==> src/rtl/mealy_seq_detector.sv <==
// Serial pattern detector (Mealy, falling-edge state) with overlap select and saturating hit counter.
// y is combinational (0 cycles); y_q/state/count update one falling edge later; no backpressure, en gates consumption.
module mealy_seq_detector #(
    parameter int              PAT_W   = 4,
    parameter logic [PAT_W-1:0] PATTERN = 4'b1011,
    parameter int              CNT_W   = 8,
    localparam int             SW      = $clog2(PAT_W)
) (
    input  logic             clk,
    input  logic             res,
    input  logic             en,
    input  logic             i,
    input  logic             overlap,
    input  logic             clr_cnt,
    output logic             y,
    output logic             y_q,
    output logic [SW-1:0]    state,
    output logic [CNT_W-1:0] count
);

    if (PAT_W < 2 || PAT_W > 16) begin : g_bad_pat_w
        $error("mealy_seq_detector: PAT_W must be in 2..16");
    end
    if (CNT_W < 1 || CNT_W > 16) begin : g_bad_cnt_w
        $error("mealy_seq_detector: CNT_W must be in 1..16");
    end

    // Bit j of the pattern in stream order (j=0 is the first bit expected).
    function automatic int pat_bit(input int j);
        return int'(PATTERN[PAT_W-1-j]);
    endfunction

    // Longest prefix of PATTERN that is a suffix of (prefix of length s, b).
    function automatic int kmp_next(input int s, input int b);
        int best;
        int pos;
        int cb;
        bit ok;
        best = 0;
        for (int k = 1; k <= s + 1; k++) begin
            ok = 1'b1;
            for (int m = 0; m < k; m++) begin
                pos = s + 1 - k + m;
                cb  = (pos == s) ? b : pat_bit(pos);
                if (cb != pat_bit(m)) ok = 1'b0;
            end
            if (ok) best = k;
        end
        return best;
    endfunction

    // Longest proper border of PATTERN: restart point after an overlapped match.
    function automatic int border_len();
        int best;
        bit ok;
        best = 0;
        for (int k = 1; k < PAT_W; k++) begin
            ok = 1'b1;
            for (int m = 0; m < k; m++) begin
                if (pat_bit(m) != pat_bit(PAT_W - k + m)) ok = 1'b0;
            end
            if (ok) best = k;
        end
        return best;
    endfunction

    localparam int          BORDER   = border_len();
    localparam logic [SW-1:0] BORDER_S = BORDER[SW-1:0];
    localparam int          LAST     = PAT_W - 1;
    localparam logic [SW-1:0] LAST_S   = LAST[SW-1:0];
    localparam logic [CNT_W-1:0] CNT_MAX = {CNT_W{1'b1}};

    // Fallback tables indexed by state; entries beyond PAT_W-1 are unreachable.
    logic [SW-1:0] nxt0 [2**SW];
    logic [SW-1:0] nxt1 [2**SW];

    for (genvar s = 0; s < 2**SW; s++) begin : g_tab
        if (s < PAT_W) begin : g_live
            localparam int N0 = kmp_next(s, 0);
            localparam int N1 = kmp_next(s, 1);
            // The completing entry (N = PAT_W) truncates here but is overridden below.
            assign nxt0[s] = N0[SW-1:0];
            assign nxt1[s] = N1[SW-1:0];
        end else begin : g_dead
            assign nxt0[s] = '0;
            assign nxt1[s] = '0;
        end
    end

    logic [SW-1:0] state_nxt;

    always_comb begin
        y         = en && (state == LAST_S) && (i == PATTERN[0]);
        state_nxt = state;
        if (en) begin
            if (y) begin
                state_nxt = overlap ? BORDER_S : '0;
            end else begin
                state_nxt = i ? nxt1[state] : nxt0[state];
            end
        end
    end

    always_ff @(negedge clk or negedge res) begin
        if (!res) begin
            state <= '0;
            y_q   <= 1'b0;
        end else if (en) begin
            state <= state_nxt;
            y_q   <= y;
        end
    end

    // Clear wins over a simultaneous detection.
    always_ff @(negedge clk or negedge res) begin
        if (!res) begin
            count <= '0;
        end else if (clr_cnt) begin
            count <= '0;
        end else if (y && count != CNT_MAX) begin
            count <= count + 1'b1;
        end
    end

endmodule

==> config.mk <==
export PLATFORM = sky130hd
export DESIGN_NAME = mealy_seq_detector
export DESIGN_NICKNAME = d
export VERILOG_FILES = /design/src/rtl/mealy_seq_detector.sv
export SDC_FILE = /design/constraint.sdc
export NUM_CORES = 1
export LEC_CHECK = 0
export CAP_MARGIN = 10
export CORE_MARGIN = 3
export CORE_UTILIZATION = 30
export CTS_CLUSTER_SIZE = 12
export DETAILED_ROUTE_END_ITERATION = 10
export PLACE_DENSITY = 0.58
export SETUP_SLACK_MARGIN = 0.2
export SLEW_MARGIN = 20
export SYNTH_ARGS = -nofsm -noshare
export SYNTH_HDL_FRONTEND = slang
export SYNTH_SLANG_ARGS = --single-unit
==> constraint.sdc <==
create_clock -name clk -period 3.5 [get_ports clk]
set_clock_uncertainty 0.05 [all_clocks]
set_input_delay 0.7 -clock clk [delete_from_list [all_inputs] [get_ports clk]]
set_output_delay 0.7 -clock clk [all_outputs]
set_load 0.01 [all_outputs]
# Yosys cells after proc, flatten, opt, wreduce, memory -nomap -nowiden
# Cells that the tools add are included.
# Widths: inputs -> output; s select.
classes:
  n_addsub: 1
  eq_ne: 2
  n_bitwise: 1
  n_reduce_logical: 4
  magnitude_cmp: 1
  muxes: 11
ops:
  columns: ["operator", "count"]
  rows:
  - ["$mux 8", 2]
  - ["$mux 2", 6]
  - ["$add 8x1->8 const B", 1]
  - ["$bmux 2 s2", 2]
  - ["$ne 8x8->1 const B", 1]
  - ["$ge 3x3->1 const B", 1]
  - ["$logic_and 1x1->1", 3]
  - ["$not 2->3", 1]
  - ["$eq 2x2->1 const B", 1]
  - ["$reduce_bool 2->1", 1]
  - ["$mux 1", 1]
totals:
  register_bits: 11
  output_inout_bits: 12

# Depth between registers and ports, before layout
logic_depth:
  depth_word: 6
  depth_mapped: 4

==> out/metrics.csv <==
stage;metric;value;unit
outcome;status;finished with violations;
outcome;violations;negative setup slack;
cells_and_area;drive_gt1_share;51.8;%
cts;clockRootBuffer;clkbuf_4;
synth;synthFlopType;dfrtn_1;
worst_setup_path;cp_cell_sequence;buf_6, nand4_4, inv_2, buf_6;
floorplan;pin_count;18;
route;routed_wl;1.90;mm
route;via_per_inst;5.00;
route;wl_per_cell;13.4;um
sta;hold_viol_final;0;
cts;clock_sinks;11;
floorplan;die_y;52.1;um
synth;synth_top_family_by_area;simple AND/OR/NAND/NOR gates;
power_and_ir_drop;fin_total_pwr;0.000271;W
global_route;grt_antenna_before_repair;0;
worst_setup_path;crit_family;flip-flops;
cells_and_area;layout_common_cells;buf_4, dfrtn_1, buf_2, buf_6, nand3_1;
cts;cts_tree;yes;
sta;slew_headroom;75.3;%
power_and_ir_drop;p_per_area;246;nW/um2
sta;maxSlewViolCount;0;
cells_and_area;final_common_cell;buf_4;
cells_and_area;fin_cells;141;
cts;hold_buffers;0;
floorplan;core;1980;um2
placed_design;pre_cts_ws;-0.460;ns
worst_setup_path;timing.critical_path.fanout_max;2;
floorplan;rows;16;
synth;syn-mean-instance-area;9.65;um2
placed_design;dp.cells;127;
sta;rsz0062_at_grt;true;
synth;ys_ff_latch;11;
synth;synthArstFlopShare;100;%
cts;ctsHtreeMaxLevel;1;
route;drc;0;
synth;synthMuxAreaShare;5.11;%
placed_design;numPortBuffers;17;
worst_setup_path;worst_setup_path_start_kind;register;
job;max_cap_violations;0;
hold_path;hold_class;register to register;
cts;clk_pin_slew;0.05;ns
cells_and_area;final_core_util;55.7;%
cells_and_area;area_growth;73.3;%
synth;synth_simple_gate_area_share;25.3;%
sta;setup_ws;-0.0789;ns
synth;synth_warnings;0;
worst_setup_path;worstPathRequired;2.75;ns
worst_setup_path;crit_buf_inv;3;
synth;syn_area;637;um2
global_route;grtUsageTotal;15.7;%
worst_setup_path;crit_top_cell;buf_6;
cells_and_area;nets;122;
placed_design;place.gp.congestion;0.865;
power_and_ir_drop;ir_drop;213;uV
route;drtIter0Drc;26;
worst_setup_path;max_stage_delay;0.43;ns
floorplan;die_w;52.1;um
route;antenna_left;0;
floorplan;initial_core_util;32.1;%
synth;syn_inst;66;
worst_setup_path;critPathSlowestCell;dfrtn_1;
global_route;grt_max_degree;12;
floorplan;die_area;2710;um2
sta;worst_pin_slew;0.371;ns
synth;ys_types;29;
synth;synth-compound-area-share;19.4;%
worst_setup_path;path_class;register to primary output;
synth;yosys.area_share.adder;1.96;%
cts;clock_latency;0.28;ns
worst_setup_path;crit_path_end_kind;primary output;
global_route;grt-ovfl-total;0;
route;vias;705;
power_and_ir_drop;p_leak;0.528;nW
route;drt_first_pass_iters;4;
sta;setup_violations;2;
cts;cts_buffer_depth;2;
synth;synth-xor-area-share;0;%
synth;seq_area_frac_synth;43.2;%
cts;cts_buffers;3;
global_route;grt_pass1_wl;3.11;mm
global_route;grt_pass1_vias;711;
synth;synth_edf_count;0;
worst_setup_path;cp.arrival;2.83;ns
synth;synth_nets;73;
cells_and_area;antennaDiodeCount;0;
placed_design;dp_hpwl;1.29;mm
cells_and_area;fillCellCount;187;
[layer usage]
metal,global-route usage (%),part of all wire (%)
met1,16.9,40
met2,28.2,55
met3,5.16,4.6
met4,5.24,0
met5,0,0
[state kept, by name, indices dropped and copies added (netlist names)]
register and count:
count 8, state 2, y_q 1
[synth_stat cells (2+ instances only)]
master | instances | area, um2
dfrtn_1 | 11 | 275
inv_1 | 5 | 18.8
nand3_1 | 5 | 25.0
a211oi_1 | 4 | 30.0
nand2_1 | 4 | 15.0
o21ai_0 | 4 | 20.0
nor2_1 | 3 | 11.3
nor2b_1 | 3 | 18.8
a21oi_1 | 2 | 10.0
and3_1 | 2 | 12.5
clkbuf_1 | 2 | 7.51
mux2_2 | 2 | 22.5
nand2b_1 | 2 | 12.5
nor3_1 | 2 | 10.0
[worst reg2reg max path, cell delays in order (launching register included)]
cell and delay (ns):
dfrtn_1 0.36, buf_4 0.14, buf_4 0.12, buf_4 0.14, and4_1 0.31, a211oi_2 0.26
mux2_2 0.35
[power breakdown]
| group | internal [W] | total (W) | switching [W] |
|---|---|---|---|
| sequential | 0.000132 | 0.000135 | 0.00000329 |
| combinational | 0.0000293 | 0.0000506 | 0.0000212 |
| clock | 0.0000442 | 0.0000859 | 0.0000417 |
| total | 0.000205 | 0.000271 | 0.0000663 |
[final cells by class]
cell class,count,area [um2],area share (%)
timing repair buffer,47,360,32.7
sequential,11,275,24.9
inverter,5,18.8,1.70
multi-input combinational,47,389,35.3
clock buffer,4,26.3,2.38
tap,27,33.8,3.06
[kinds of logic after synthesis]
kind of cell | Yosys count
adder cells (fa/ha/maj) | 1
flip-flops | 11
AND/OR/NAND/NOR | 26
AO/OA/AOI/OAI | 17
buffers and inverters | 8
multiplexers | 3
[repair_timing]
item                                    in CTS  in global routing
endpoints found under the setup margin      20                 19
gates resized for setup                     61                 12
endpoints found under the hold margin        0                  0
buffers inserted                             7                  3
pin swaps                                    2                  3
[path summary, 6_finish.rpt]
| path | start | to | slack (ns) | depth (start not counted) |
|---|---|---|---|---|
| worst min register to register | y_q$_DFFE_NN0P_ | y_q$_DFFE_NN0P_ | 0.46 | 2 |
| max in group asynchronous | res | count[2]$_DFFE_NN0P_ | 0.91 | 2 |
| worst max-delay path | state[0]$_DFFE_NN0P_ | y | -0.08 | 4 |
| worst min-delay path | y_q$_DFFE_NN0P_ | y_q$_DFFE_NN0P_ | 0.46 | 2 |
| worst max register to register | count[3]$_DFFE_NN0P_ | count[4]$_DFFE_NN0P_ | 1.62 | 6 |
| min in group asynchronous | res | count[6]$_DFFE_NN0P_ | 2.31 | 2 |
[metrics by stage]
stage	hold slack, ns	TNS [ns]	area (um2)
2_1_floorplan	0.469	0	641
4_1_cts	0.463	-0.176	1050
5_1_grt	0.524	-0.210	1100
3_3_place_gp	0.451	-3.25	982
3_5_place_dp	0.469	-3.39	982
6_report	0.462	-0.106	1100
Note: power is estimated with default switching activity, not from simulation.
